**config.mk**
```make
export PLATFORM = sky130hd
export DESIGN_NAME = idx_loop_gen_flat
export DESIGN_NICKNAME = d
export VERILOG_FILES = /design/src/rtl/idx_loop_gen_if.sv /design/src/rtl/idx_loop_gen.sv /design/src/flat_wrapper.sv
export SDC_FILE = /design/constraint.sdc
export NUM_CORES = 1
export LEC_CHECK = 0
export BUFFER_PORTS_ARGS = -buffer_cell sky130_fd_sc_hd__buf_2
export CORE_ASPECT_RATIO = 2
export CORE_MARGIN = 1.5
export CORE_UTILIZATION = 30
export DETAILED_ROUTE_END_ITERATION = 12
export GPL_TIMING_DRIVEN = 0
export SYNTH_ARGS = -nofsm -noshare
export SYNTH_HDL_FRONTEND = slang
export SYNTH_SLANG_ARGS = --single-unit
```
**constraint.sdc**
```tcl
create_clock -name clk -period 4.19 [get_ports clk]
set_input_delay 0.2095 -clock clk [delete_from_list [all_inputs] [get_ports clk]]
set_output_delay 0.2095 -clock clk [all_outputs]
set_load 0.1 [all_outputs]
```
**src/rtl/idx_loop_gen_if.sv**
```systemverilog
// Bundle of the index generator's control, size and index signals.
// Optional step counter output exists only when IDX_LOOP_GEN_STEPCNT_EN is defined.
interface idx_loop_gen_if #(
  parameter int IDX_W = 6,
  parameter int SZ_W  = 5
);
  logic             start_i;
  logic             abort_i;
  logic [SZ_W-1:0]  sz_x_i;
  logic [SZ_W-1:0]  sz_y_i;
  logic             adv_i;
  logic [IDX_W-1:0] x_o;
  logic [IDX_W-1:0] y_o;
  logic             valid_o;
  logic             last_x_o;
  logic             last_y_o;
  logic             busy_o;
  logic             done_o;
  logic             err_o;
`ifdef IDX_LOOP_GEN_STEPCNT_EN
  logic [2*SZ_W-1:0] step_cnt_o;

  modport master (
    output start_i, abort_i, sz_x_i, sz_y_i, adv_i,
    input  x_o, y_o, valid_o, last_x_o, last_y_o, busy_o, done_o, err_o, step_cnt_o
  );
  modport slave (
    input  start_i, abort_i, sz_x_i, sz_y_i, adv_i,
    output x_o, y_o, valid_o, last_x_o, last_y_o, busy_o, done_o, err_o, step_cnt_o
  );
`else
  modport master (
    output start_i, abort_i, sz_x_i, sz_y_i, adv_i,
    input  x_o, y_o, valid_o, last_x_o, last_y_o, busy_o, done_o, err_o
  );
  modport slave (
    input  start_i, abort_i, sz_x_i, sz_y_i, adv_i,
    output x_o, y_o, valid_o, last_x_o, last_y_o, busy_o, done_o, err_o
  );
`endif
endinterface

```
**src/rtl/idx_loop_gen.sv**
```systemverilog
// Two-level (x inner, y outer) raster index generator with back-pressure.
// Define IDX_LOOP_GEN_STEPCNT_EN to add the accepted-step counter output.
module idx_loop_gen #(
  parameter int IDX_W = 6,
  parameter int SZ_W  = 5
) (
  input  logic           clk,
  input  logic           rstn,
  idx_loop_gen_if.slave  bus,
  output logic [1:0]     dbg_state
);

  generate
    if (IDX_W < SZ_W) begin : g_bad_width
      $error("idx_loop_gen: IDX_W must be >= SZ_W");
    end
  endgenerate

  typedef enum logic [1:0] {
    ST_IDLE = 2'd0,
    ST_RUN  = 2'd1,
    ST_DONE = 2'd2
  } state_t;

  state_t           state_q, state_d;
  logic [IDX_W-1:0] x_q, x_d, y_q, y_d;
  logic [SZ_W-1:0]  sz_x_q, sz_x_d, sz_y_q, sz_y_d;
  logic             err_q, err_d;
  logic [SZ_W:0]    term_x, term_y;
  logic             last_x, last_y;
`ifdef IDX_LOOP_GEN_STEPCNT_EN
  logic [2*SZ_W-1:0] cnt_q, cnt_d;
`endif

  // Handshake: the pair on x_o/y_o is transferred on every rising edge where
  // valid_o and adv_i are both high and abort_i is low; otherwise it holds.
  always_comb begin
    term_x = {1'b0, sz_x_q} - {{SZ_W{1'b0}}, 1'b1};
    term_y = {1'b0, sz_y_q} - {{SZ_W{1'b0}}, 1'b1};
    last_x = (state_q == ST_RUN) &&
             ({1'b0, x_q} == {{(IDX_W-SZ_W){1'b0}}, term_x});
    last_y = (state_q == ST_RUN) &&
             ({1'b0, y_q} == {{(IDX_W-SZ_W){1'b0}}, term_y});
  end

  always_comb begin
    state_d = state_q;
    x_d     = x_q;
    y_d     = y_q;
    sz_x_d  = sz_x_q;
    sz_y_d  = sz_y_q;
    err_d   = 1'b0;
`ifdef IDX_LOOP_GEN_STEPCNT_EN
    cnt_d   = cnt_q;
`endif
    if (bus.abort_i) begin
      state_d = ST_IDLE;
      x_d     = '0;
      y_d     = '0;
`ifdef IDX_LOOP_GEN_STEPCNT_EN
      cnt_d   = '0;
`endif
    end else begin
      case (state_q)
        ST_IDLE: begin
          if (bus.start_i) begin
            if ((bus.sz_x_i != '0) && (bus.sz_y_i != '0)) begin
              state_d = ST_RUN;
              sz_x_d  = bus.sz_x_i;
              sz_y_d  = bus.sz_y_i;
              x_d     = '0;
              y_d     = '0;
`ifdef IDX_LOOP_GEN_STEPCNT_EN
              cnt_d   = '0;
`endif
            end else begin
              err_d = 1'b1;
            end
          end
        end
        ST_RUN: begin
          if (bus.adv_i) begin
`ifdef IDX_LOOP_GEN_STEPCNT_EN
            cnt_d = cnt_q + {{(2*SZ_W-1){1'b0}}, 1'b1};
`endif
            if (last_x && last_y) begin
              state_d = ST_DONE;
              x_d     = '0;
              y_d     = '0;
            end else if (last_x) begin
              x_d = '0;
              y_d = y_q + {{(IDX_W-1){1'b0}}, 1'b1};
            end else begin
              x_d = x_q + {{(IDX_W-1){1'b0}}, 1'b1};
            end
          end
        end
        ST_DONE: state_d = ST_IDLE;
        default: state_d = ST_IDLE;
      endcase
    end
  end

  always_ff @(posedge clk or negedge rstn) begin
    if (!rstn) begin
      state_q <= ST_IDLE;
      x_q     <= '0;
      y_q     <= '0;
      sz_x_q  <= '0;
      sz_y_q  <= '0;
      err_q   <= 1'b0;
    end else begin
      state_q <= state_d;
      x_q     <= x_d;
      y_q     <= y_d;
      sz_x_q  <= sz_x_d;
      sz_y_q  <= sz_y_d;
      err_q   <= err_d;
    end
  end

`ifdef IDX_LOOP_GEN_STEPCNT_EN
  always_ff @(posedge clk or negedge rstn) begin
    if (!rstn) cnt_q <= '0;
    else       cnt_q <= cnt_d;
  end

  assign bus.step_cnt_o = cnt_q;
`endif

  assign bus.x_o      = x_q;
  assign bus.y_o      = y_q;
  assign bus.valid_o  = (state_q == ST_RUN);
  assign bus.last_x_o = last_x;
  assign bus.last_y_o = last_y;
  assign bus.busy_o   = (state_q == ST_RUN) || (state_q == ST_DONE);
  assign bus.done_o   = (state_q == ST_DONE);
  assign bus.err_o    = err_q;
  assign dbg_state    = state_q;

endmodule

```
**src/flat_wrapper.sv**
```systemverilog
// flat-port wrapper written by rule: the top's interface ports become plain ports
module idx_loop_gen_flat 
#(
  parameter int IDX_W = 6,
  parameter int SZ_W  = 5
)
  (clk, rstn, dbg_state, bus_start_i, bus_abort_i, bus_sz_x_i, bus_sz_y_i, bus_adv_i, bus_x_o, bus_y_o, bus_valid_o, bus_last_x_o, bus_last_y_o, bus_busy_o, bus_done_o, bus_err_o);
  idx_loop_gen_if #(.IDX_W(IDX_W), .SZ_W(SZ_W)) bus_i ();
  input  logic clk;
  input  logic rstn;
  output logic [1:0] dbg_state;
  input wire logic [$bits(bus_i.start_i)-1:0] bus_start_i;
  input wire logic [$bits(bus_i.abort_i)-1:0] bus_abort_i;
  input wire logic [$bits(bus_i.sz_x_i)-1:0] bus_sz_x_i;
  input wire logic [$bits(bus_i.sz_y_i)-1:0] bus_sz_y_i;
  input wire logic [$bits(bus_i.adv_i)-1:0] bus_adv_i;
  output wire logic [$bits(bus_i.x_o)-1:0] bus_x_o;
  output wire logic [$bits(bus_i.y_o)-1:0] bus_y_o;
  output wire logic [$bits(bus_i.valid_o)-1:0] bus_valid_o;
  output wire logic [$bits(bus_i.last_x_o)-1:0] bus_last_x_o;
  output wire logic [$bits(bus_i.last_y_o)-1:0] bus_last_y_o;
  output wire logic [$bits(bus_i.busy_o)-1:0] bus_busy_o;
  output wire logic [$bits(bus_i.done_o)-1:0] bus_done_o;
  output wire logic [$bits(bus_i.err_o)-1:0] bus_err_o;
  assign bus_i.start_i = bus_start_i;
  assign bus_i.abort_i = bus_abort_i;
  assign bus_i.sz_x_i = bus_sz_x_i;
  assign bus_i.sz_y_i = bus_sz_y_i;
  assign bus_i.adv_i = bus_adv_i;
  assign bus_x_o = bus_i.x_o;
  assign bus_y_o = bus_i.y_o;
  assign bus_valid_o = bus_i.valid_o;
  assign bus_last_x_o = bus_i.last_x_o;
  assign bus_last_y_o = bus_i.last_y_o;
  assign bus_busy_o = bus_i.busy_o;
  assign bus_done_o = bus_i.done_o;
  assign bus_err_o = bus_i.err_o;
  idx_loop_gen #(.IDX_W(IDX_W), .SZ_W(SZ_W)) u_core (.clk(clk), .rstn(rstn), .bus(bus_i), .dbg_state(dbg_state));
endmodule
```
==> key figures, run 1 <==
Drt
  • Final WL: about 3.9 mm
  • Pre-Repair DR Iteration Count: 4
  • Detailed-route wire length per cell: 15.0 µm
  • Number of remaining DRC errors: 0
  • Routed Antenna Nets: 0
  • DR vias: 1407
  • Initial DRC count: 24
  • Vias per cell: between 5 and 6

Layout
  • N_diodes: 0
  • Share of layout cells above drive strength 1: 0.319
  • Synth-to-Final Area Change: 19.3%
  • Nets: between 200 and 250

Setup path
  • R2r endpoint: u_core.bus.y_o[2]
  • R2r setup slk: roughly 1.7 ns
  • R2R cell count: 7
  • Crit path arrival time: around 2.4 ns
  • Max stage delay on crit path: 0.42 ns
  • WP data required: just under 4 ns
  • RR Startpoint: u_core.sz_y_q[2]
  • Worst Path Max Fanout: 4
  • Slowest CP cell: dfrtp_1
  • CP Capture Type: output port
  • Critical-path cell list: inv_1 -> ha_1 -> xor2_1 -> nand3_1 -> nor4_2 -> and2_1 -> buf_2
  • Kind of critical path: flop to output port
  • CP startpoint kind: flop

Global routing
  • Initial antenna violation count: 0
  • Grt ovf: 0
  • Vias in the first global route: between 1k and 1.5k
  • Global-route wire length before repair: about 6.5 mm
  • Total track usage: 0.151
  • Largest net degree at the start of global routing: 26

Clock network
  • CTS Buf Count: 3
  • Clock transition at path regs: 0.09 ns
  • Clock Latency Late Sink: 0.28 ns
  • H-tree Lvls: 1
  • CTS max path bufs: 2
  • Clk sink count: 25
  • Cts hold-fix bufs: 1
  • CTS tree: done
  • Root Buffer: clkbuf_8
  • Post_cts resized: 0
  • Post-CTS setup buffer count: 0

Floorplan
  • Die Y: around 110 µm
  • Ports: 35
  • Initial core utilization: 0.312
  • Die footprint: between 0.005 and 0.006 mm²
  • Die X: 54.9 µm
  • Core box area: 0.00518 mm²
  • Row cnt: 37

Placed design
  • Final HPWL DP: around 3.1 mm
  • IO Port Bufs: 34
  • Dpl ws: between 1.5 and 2 ns
  • Gp weighted congestion: 0.757

Timing
  • Endpoints failing hold: 0
  • Fmax: 0.389 GHz
  • Final Slew Violations: 0
  • Setup Skew: around 0.011 ns
  • Hold WS: between 0.15 and 0.2 ns
  • Period utilisation layout: 0.614
  • Actual slew at the worst max-slew pin: between 0.5 and 0.6 ns
  • Final worst setup slack: 1.62 ns
  • Post-route setup TNS: 0 ns
  • Final setup violating endpoints: 0
  • Final min period: 2.57 ns
  • Max transition margin: 0.613
  • RSZ-0062 raised after global routing: false

Synth
  • Flops & latches, synth: 25
  • Post-synth EDFFs: 0
  • Synth warn: 0
  • Post-synth top area share: 0.387
  • Synth area leader: dfrtp_1
  • Mean area per synthesized cell: around 9.8 µm²
  • Mapped Nets: about 190
  • Synth Flop Type: dfrtp_1
  • Netlist Area Pre-Place: 0.00162 mm²
  • FFs w/ async S/R, synth: 1.00
  • Seq/Total Area, Yosys: 0.387
  • Gate Count Post-Synth: 165
  • Number of library cell types mapped by synthesis: 45
  • Synth area leaders: dfrtp_1, mux2_2, ha_1, xor2_1, o21ai_0

Run
  • Number of max-cap violations: 0

Run status
  • Outcome: finished, final reports clean

Min path
  • Hold Path Class: input port to flop
  • HP Start: bus_sz_x_i[0]
  • Hold EP: u_core.sz_x_q[0]
  • Hold Crit Depth: 3

Power
  • Max IR drop VDD: between 300 and 400 µV
  • Cell leakage power: 0.973 nW
  • Power Density: between 600 and 700 mW/mm²
-- cells in the mapped netlist, types with 5 or more instances --
cell	count
ha_1	8
nand3_1	5
nor2_1	9
nand2_1	11
a21oi_1	6
and3_1	6
inv_1	11
dfrtp_1	25
xor2_1	7
mux2_2	9
o21ai_0	10
xnor2_1	5
-- state kept, by name (all words and copies together), names as in the netlist --
name	cells
u_core.bus.y_o	6
u_core.sz_y_q	5
u_core.dbg_state	2
u_core.bus.err_o	1
u_core.bus.x_o	6
u_core.sz_x_q	5
-- per-stage QoR --
step                cell area, µm²  power, W  utilization  std cells
floorplan                     1630  0.000927            -        165
global placement              1870   0.00106        0.361        257
detailed placement            1870   0.00107        0.361        257
CTS                           1930   0.00122        0.372        262
global route                  1930   0.00129        0.372        262
finish                        1930   0.00121        0.372        262
-- final cells by class --
type / instances / area (µm²)
clock buffers: 4 / 45.0
multi-input cells: 125 / 933
flip-flops and latches: 25 / 626
repair buffers: 35 / 180
well taps: 58 / 72.6
inverters: 11 / 41.3
plain buffers: 4 / 31.3
fillers: 553 / 3260
-- critical path: cells and delay by family (launching register included) --
family	cells	cell delay, ns
xor+xnor	1	0.17
fa+ha+maj	1	0.32
flops	1	0.42
buf+inv	2	0.50
simple gates	3	0.69
-- kinds of logic (layout without fill, tap and decap cells) --
family                     Yosys count  in the layout  synth area share
and+or+nand+nor                     59             59             0.204
buffers and inverters               15             54            0.0449
DFF                                 25             25             0.387
muxes                               10             10            0.0689
adders and majority gates            8              8            0.0619
xor gates and xnor gates            12             12            0.0650
AOI/OAI and AO/OA                   36             36             0.169
-- power breakdown --
| part | leakage, nW | internal [W] | switching, W |
|---|---|---|---|
| sequential | 0.326 | 0.000303 | 0.0000838 |
| clock | 0.0228 | 0.0000682 | 0.0000820 |
| combinational | 0.624 | 0.000223 | 0.000446 |
-- worst max path at each step --
| stage | start | endpoint | slack (ns) | cells past startpoint |
|---|---|---|---|---|
| 6_report | u_core.sz_x_q[0] | bus_last_x_o | 1.62 | 7 |
| 5_1_grt | u_core.sz_x_q[0] | bus_last_x_o | 1.45 | 7 |
| 4_1_cts | u_core.sz_x_q[0] | bus_last_x_o | 1.59 | 7 |
| 3_5_place_dp | u_core.sz_y_q[2] | u_core.bus.y_o[2] | 1.63 | 7 |
| 3_3_place_gp | u_core.sz_y_q[2] | u_core.bus.y_o[2] | 1.64 | 7 |
| 2_1_floorplan | u_core.dbg_state[0] | u_core.bus.y_o[2] | 0.21 | 5 |
-- placed cells by master, fill, tap and decap left out, types with 3 or more instances in the layout --
cell type  count
xor2_1         7
and3_1         6
nor3_1         3
ha_1           8
nand2_1       11
nand2b_1       3
nor2_1         9
clkbuf_8       3
a22o_1         3
inv_1         11
xnor2_1        5
dfrtp_1       25
o21ai_0       10
mux2_2         9
nand3_1        5
a21oi_1        6
nor2b_1        3
nand4_1        3
buf_2         35
a211o_2        3
-- routing by layer --
layer,track usage,part of all wire,wire length (µm)
met3,0.0181,0.029,116
met4,0.0523,0.016,62
met5,0,0,0
met1,0.155,0.39,1530
met2,0.288,0.57,2240
No activity file was read; power rests on OpenSTA's default activity.
==> inputs of run 2 (changes only) <==
==> constraint.sdc (replaced) <==
create_clock -name clk -period 2.2 [get_ports clk]
set_input_delay 0.11 -clock clk [delete_from_list [all_inputs] [get_ports clk]]
set_output_delay 0.11 -clock clk [all_outputs]
set_load 0.1 [all_outputs]
==> run 2 against run 1 <==
Largest cell class unchanged. Die area unchanged. Sequential share of layout area down 3.6 points. Clock power up 89%. Largest power group unchanged. Sequential power up 94%. Critical path depth up 2. Register-to-register slack worse by 1.6 ns. Count of clock-buffer cells in the layout unchanged. Via count up 4.0%. Total power up 130%. Final area up 17%. Non-clock buffer count up 14.
==> key figures, run 2 (synthesis results as in run 1) <==
Power
  • Internal: roughly 0.0014 W
  • Tot Pwr: ~0.0028 W
  • Power Density: 1230 mW/mm²
  • Max IR drop VDD: between 500 and 600 µV
  • Sw power: about 0.0014 W
  • Switching Share: 0.485
  • Comb power frac: 0.629
  • Clock network power share: 0.101
  • Cell leakage power: about 1.1 nW
  • Seq pwr share: 0.270

Floorplan
  • Core box area: a little over 0.005 mm²
  • Die Y: ~110 µm
  • Ports: 35
  • Die X: 54.9 µm
  • Initial core utilization: 0.312
  • Die footprint: approximately 0.0059 mm²
  • Row cnt: 37

Drt
  • Routed Antenna Nets: 0
  • Detailed-route wire length per cell: ~16 µm
  • Initial DRC count: 19
  • Number of remaining DRC errors: 0
  • Vias per cell: around 5.3
  • Final WL: between 4 and 5 mm
  • DR vias: 1463
  • Pre-Repair DR Iteration Count: 4

Global routing
  • Largest net degree at the start of global routing: 26
  • Grt ovf: 0
  • Global-route wire length before repair: 6.76 mm
  • Vias in the first global route: between 1k and 1.5k
  • Total track usage: 0.156
  • Initial antenna violation count: 0

Clock network
  • Clock Latency Late Sink: roughly 0.27 ns
  • Root Buffer: clkbuf_8
  • CTS max path bufs: 2
  • CTS Buf Count: 3
  • Clock transition at path regs: approximately 0.090 ns
  • CTS tree: done
  • H-tree Lvls: 1
  • Clk sink count: 25

Setup path
  • Worst Path Max Fanout: 5
  • Crit path arrival time: ~2.3 ns
  • CP startpoint kind: flop
  • CP Capture Type: flop
  • R2r setup slk: 0.06 ns
  • WP data required: between 2 and 2.5 ns
  • Kind of critical path: flop to flop

Placed design
  • Placed cell count: 257
  • Dpl ws: -0.234 ns
  • Gp weighted congestion: 0.761
  • IO Port Bufs: 34
  • Final HPWL DP: between 3 and 4 mm

Timing
  • Fmax: 0.467 GHz
  • Endpoints failing hold: 0
  • Final min period: roughly 2.1 ns
  • Final Slew Violations: 0
  • RSZ-0062 raised after global routing: true
  • Hold WS: around 0.057 ns
  • Setup Skew: between 0.007 and 0.008 ns
  • Final setup violating endpoints: 0
  • Period utilisation layout: 0.974
  • Final worst setup slack: 0.0572 ns
  • Max transition margin: 0.603
  • Actual slew at the worst max-slew pin: ~0.60 ns

Layout
  • Finished Layout Cells: 276
  • N_diodes: 0
  • Nets: roughly 240
  • Post-layout util: 0.436
  • Share of layout cells above drive strength 1: 0.537
  • Synth-to-Final Area Change: 39.8%
  • Most common cell after layout, fill and taps aside: buf_2
  • Commonest cells after routing, fill and taps aside: buf_2, buf_4, dfrtp_1

Min path
  • Hold Path Class: input port to flop

Run status
  • Outcome: finished, final reports clean

Run
  • Number of max-cap violations: 0
-- run 2: critical path, stage by stage, from the launching register on --
cell and delay (ns):
dfrtp_1 0.41, inv_2 0.09, ha_4 0.21, xor2_2 0.16
nand3_2 0.10, nor4_4 0.33, a21o_2 0.19, buf_6 0.12
nand2_4 0.06, a221o_2 0.37
-- run 2: power by group through the flow --
stage,Sequential (W),Clock (W),Combinational (W)
floorplan,0.000940,0,0.000900
global placement,0.000759,0,0.00132
detailed placement,0.000761,0,0.00134
CTS,0.000729,0.000287,0.00154
global route,0.000772,0.000300,0.00187
finish,0.000751,0.000283,0.00175
-- run 2: cell type report --
class | count | area (µm²)
Tap cell | 58 | 72.6
Clock buffer | 4 | 45.0
Sequential cell | 25 | 651
Fill cell | 522 | 2930
Inverter | 11 | 43.8
Buffer | 2 | 16.3
Multi-Input combinational cell | 125 | 1100
Timing Repair Buffer | 51 | 333
-- run 2: metrics by stage --
| step | instance area [µm²] | TNS, ns |
|---|---|---|
| floorplan | 1700 | -2.81 |
| global placement | 1950 | -1.12 |
| detailed placement | 1950 | -1.13 |
| CTS | 2130 | -0.0632 |
| global route | 2260 | -0.0479 |
| finish | 2260 | 0 |
-- run 2: metal layers --
| layer | track usage | up-vias | wire (µm) |
|---|---|---|---|
| met3 | 0.0125 | 8 | 128 |
| met2 | 0.302 | 30 | 2630 |
| met5 | 0 | - | 0 |
| li1 | - | 700 | - |
| met4 | 0.0714 | 0 | 116 |
| met1 | 0.152 | 725 | 1590 |
-- run 2: final timing paths --
path | start | endpoint | cells after the start
min in group asynchronous | rstn | u_core.bus.y_o[0] | 2
hold / removal | bus_sz_y_i[0] | u_core.sz_y_q[0] | 3
setup / recovery | u_core.sz_x_q[1] | u_core.bus.y_o[5] | 9
max in group asynchronous | rstn | u_core.dbg_state[0] | 2
hold reg to reg | u_core.bus.x_o[1] | u_core.bus.x_o[1] | 2
setup reg to reg | u_core.sz_x_q[1] | u_core.bus.y_o[5] | 9
-- run 2: what timing repair did --
action | in CTS | in global routing
endpoints found under the setup margin | 11 | 14
pin swaps | 6 | 9
endpoints found under the hold margin | 25 | 0
setup buffers | 11 | 5
hold buffers | 1 | 0
gates resized for setup | 16 | 19
==> inputs of run 3 (changes only) <==
--- a/config.mk
+++ b/config.mk
@@ -6,11 +6,15 @@
 export NUM_CORES = 1
 export LEC_CHECK = 0
 export BUFFER_PORTS_ARGS = -buffer_cell sky130_fd_sc_hd__buf_2
+export CELL_PAD_IN_SITES_DETAIL_PLACEMENT = 0
+export CELL_PAD_IN_SITES_GLOBAL_PLACEMENT = 1
 export CORE_ASPECT_RATIO = 2
 export CORE_MARGIN = 1.5
 export CORE_UTILIZATION = 30
 export DETAILED_ROUTE_END_ITERATION = 12
 export GPL_TIMING_DRIVEN = 0
+export PLACE_DENSITY_LB_ADDON = 0.1
+export SETUP_SLACK_MARGIN = 0.4
 export SYNTH_ARGS = -nofsm -noshare
 export SYNTH_HDL_FRONTEND = slang
 export SYNTH_SLANG_ARGS = --single-unit
==> run 3 against run 2 <==
Sequential share of layout area decreased by 2.9 points. Non-clock buffer count grew 13. Routed wire length rose by 5.3%. Count of clock-buffer cells in the layout is 1 lower. Register-to-register slack got worse by 0.05 ns. Clock skew is 0.0032 ns lower. Sequential cell count stayed put. Via count grew 4.1%. Sequential power up 0.8%. Hold slack got worse by 0.0026 ns. Critical path depth shrank 1. Critical endpoint unchanged. Largest power group unchanged.
==> key figures, run 3 (synthesis results as in run 1) <==
Global routing
  • Vias in the first global route: 1608
  • Grt ovf: 0
  • Largest net degree at the start of global routing: 26
  • Total track usage: 0.176
  • Initial antenna violation count: 0
  • Global-route wire length before repair: 7.61 mm

Floorplan
  • Die Y: about 110 µm
  • Core box area: ~0.0052 mm²
  • Ports: 35
  • Die X: between 50 and 60 µm
  • Die footprint: between 0.005 and 0.006 mm²
  • Row cnt: 37
  • Initial core utilization: 0.312

Layout
  • N_diodes: 0
  • Most common cell after layout, fill and taps aside: buf_2
  • Multi-input logic area: 0.00117 mm²
  • Nets: between 200 and 300
  • Synth-to-Final Area Change: 56.6%
  • FF+latch area: roughly 660 µm²
  • Filler Cells Inserted: approximately 500
  • Share of layout cells above drive strength 1: 0.623
  • Commonest cells after routing, fill and taps aside: buf_2, buf_4, dfrtp_2

Run
  • Number of max-cap violations: 0

Placed design
  • Gp weighted congestion: approximately 0.76
  • Final HPWL DP: approximately 3.4 mm
  • Dpl ws: -0.280 ns
  • IO Port Bufs: 34

Timing
  • Final worst setup slack: around 0.010 ns
  • Post-route setup TNS: 0 ns
  • Actual slew at the worst max-slew pin: slightly above 0.6 ns
  • Final setup violating endpoints: 0
  • Final Slew Violations: 0
  • Max transition margin: 0.598
  • Endpoints failing hold: 0
  • Period utilisation layout: 0.995
  • Setup Skew: approximately 0.0046 ns
  • RSZ-0062 raised after global routing: true
  • Fmax: about 0.46 GHz
  • Final min period: 2.19 ns

Drt
  • Final WL: approximately 4.7 mm
  • Routed Antenna Nets: 0
  • Detailed-route wire length per cell: 16.3 µm
  • Vias per cell: about 5.3
  • Number of remaining DRC errors: 0
  • Pre-Repair DR Iteration Count: 4
  • DR vias: between 1.5k and 2k
  • Initial DRC count: 11

Setup path
  • Slowest CP cell: dfrtp_4
  • R2R cell count: 8
  • R2r setup slk: 0.01 ns
  • Max stage delay on crit path: between 0.5 and 0.6 ns
  • Crit path arrival time: ~2.4 ns
  • CP Capture Type: flop
  • Worst Path Max Fanout: 6
  • Critical-path cell list: inv_6 -> ha_4 -> mux2_4 -> a21o_4 -> a31o_4 -> and3_4 -> buf_6 -> a221o_2
  • RR Startpoint: u_core.dbg_state[1]
  • Kind of critical path: flop to flop
  • WP data required: about 2.4 ns
  • CP startpoint kind: flop
  • R2r endpoint: u_core.bus.y_o[5]

Clock network
  • CTS max path bufs: 2
  • Root Buffer: clkbuf_8
  • Clock transition at path regs: 0.09 ns
  • H-tree Lvls: 1
  • CTS Buf Count: 3
  • Clk sink count: 25
  • CTS tree: done
  • Clock Latency Late Sink: 0.27 ns

Min path
  • Hold EP: u_core.sz_y_q[0]
  • HP Start: bus_sz_y_i[0]
  • Hold Path Class: input port to flop
  • Hold Crit Depth: 3

Power
  • Max IR drop VDD: between 700 and 800 µV
  • Tot Pwr: roughly 0.0030 W
  • Cell leakage power: between 1 and 1.5 nW
  • Power Density: roughly 1200 mW/mm²

Run status
  • Outcome: finished, final reports clean
## run 3: cell types whose count changed in the layout (fill, tap and decap cells not counted), sizes merged
cell	delta
clkinv	+1
buf	+12
## run 3: repair_timing
item / 4_1_cts / 5_1_grt
endpoints found under the hold margin: 25 / 0
buffers inserted: 19 / 7
hold buffers: 1 / 0
pin swaps: 16 / 12
cloned: 0 / 1
endpoints found under the setup margin: 16 / 18
gates resized for setup: 31 / 17
## run 3: power breakdown
group / total (W) / switching, W / internal (W)
sequential: 0.000757 / 0.000165 / 0.000592
combinational: 0.00197 / 0.00111 / 0.000858
clock: 0.000283 / 0.000156 / 0.000127
## run 3: critical path: cells and delay by family, from the launching register on
family / cells / cell delay, ns
multiplexers: 1 / 0.31
AO/OA/AOI/OAI: 3 / 0.74
buffers and inverters: 2 / 0.20
AND/OR/NAND/NOR: 1 / 0.16
adder cells (fa/ha/maj): 1 / 0.15
flip-flops: 1 / 0.51
## run 3: cell type report
class / instances / share of cell area
clock buffer: 3 / 0.0163
timing repair buffer: 62 / 0.190
multi-input combinational: 125 / 0.463
inverter: 11 / 0.0203
tap: 58 / 0.0287
sequential: 25 / 0.259
clock inverter: 1 / 0.00198
buffer: 4 / 0.0208
## run 3: how the worst max path moves through the flow
stage,end,slack [ns],cells past startpoint,from
finish,u_core.bus.y_o[5],0.01,8,u_core.dbg_state[1]
global route,u_core.bus.y_o[5],-0.07,9,u_core.sz_x_q[0]
CTS,u_core.bus.y_o[5],-0.02,8,u_core.dbg_state[1]
detailed placement,u_core.bus.y_o[5],-0.28,9,u_core.sz_x_q[0]
global placement,u_core.bus.y_o[5],-0.27,9,u_core.sz_x_q[0]
floorplan,u_core.bus.y_o[2],-0.61,6,u_core.bus.y_o[2]
## run 3: metrics by stage
| step | hold slack [ns] | cells | utilization | instance area, µm² |
|---|---|---|---|---|
| 2_1_floorplan | -0.186 | 165 | - | 1790 |
| 3_5_place_dp | 0.157 | 257 | 0.391 | 2030 |
| 6_report | 0.0547 | 289 | 0.488 | 2530 |
| 3_3_place_gp | 0.149 | 257 | 0.391 | 2030 |
| 4_1_cts | 0.0561 | 281 | 0.460 | 2390 |
| 5_1_grt | 0.0648 | 289 | 0.488 | 2530 |
## run 3: per-layer routing
| metal | track usage | vias up | wire, µm |
|---|---|---|---|
| li1 | - | 724 | - |
| met1 | 0.174 | 779 | 1620 |
| met2 | 0.351 | 18 | 2950 |
| met3 | 0.0167 | 2 | 100 |
| met4 | 0.0453 | 0 | 31 |
| met5 | 0 | - | 0 |
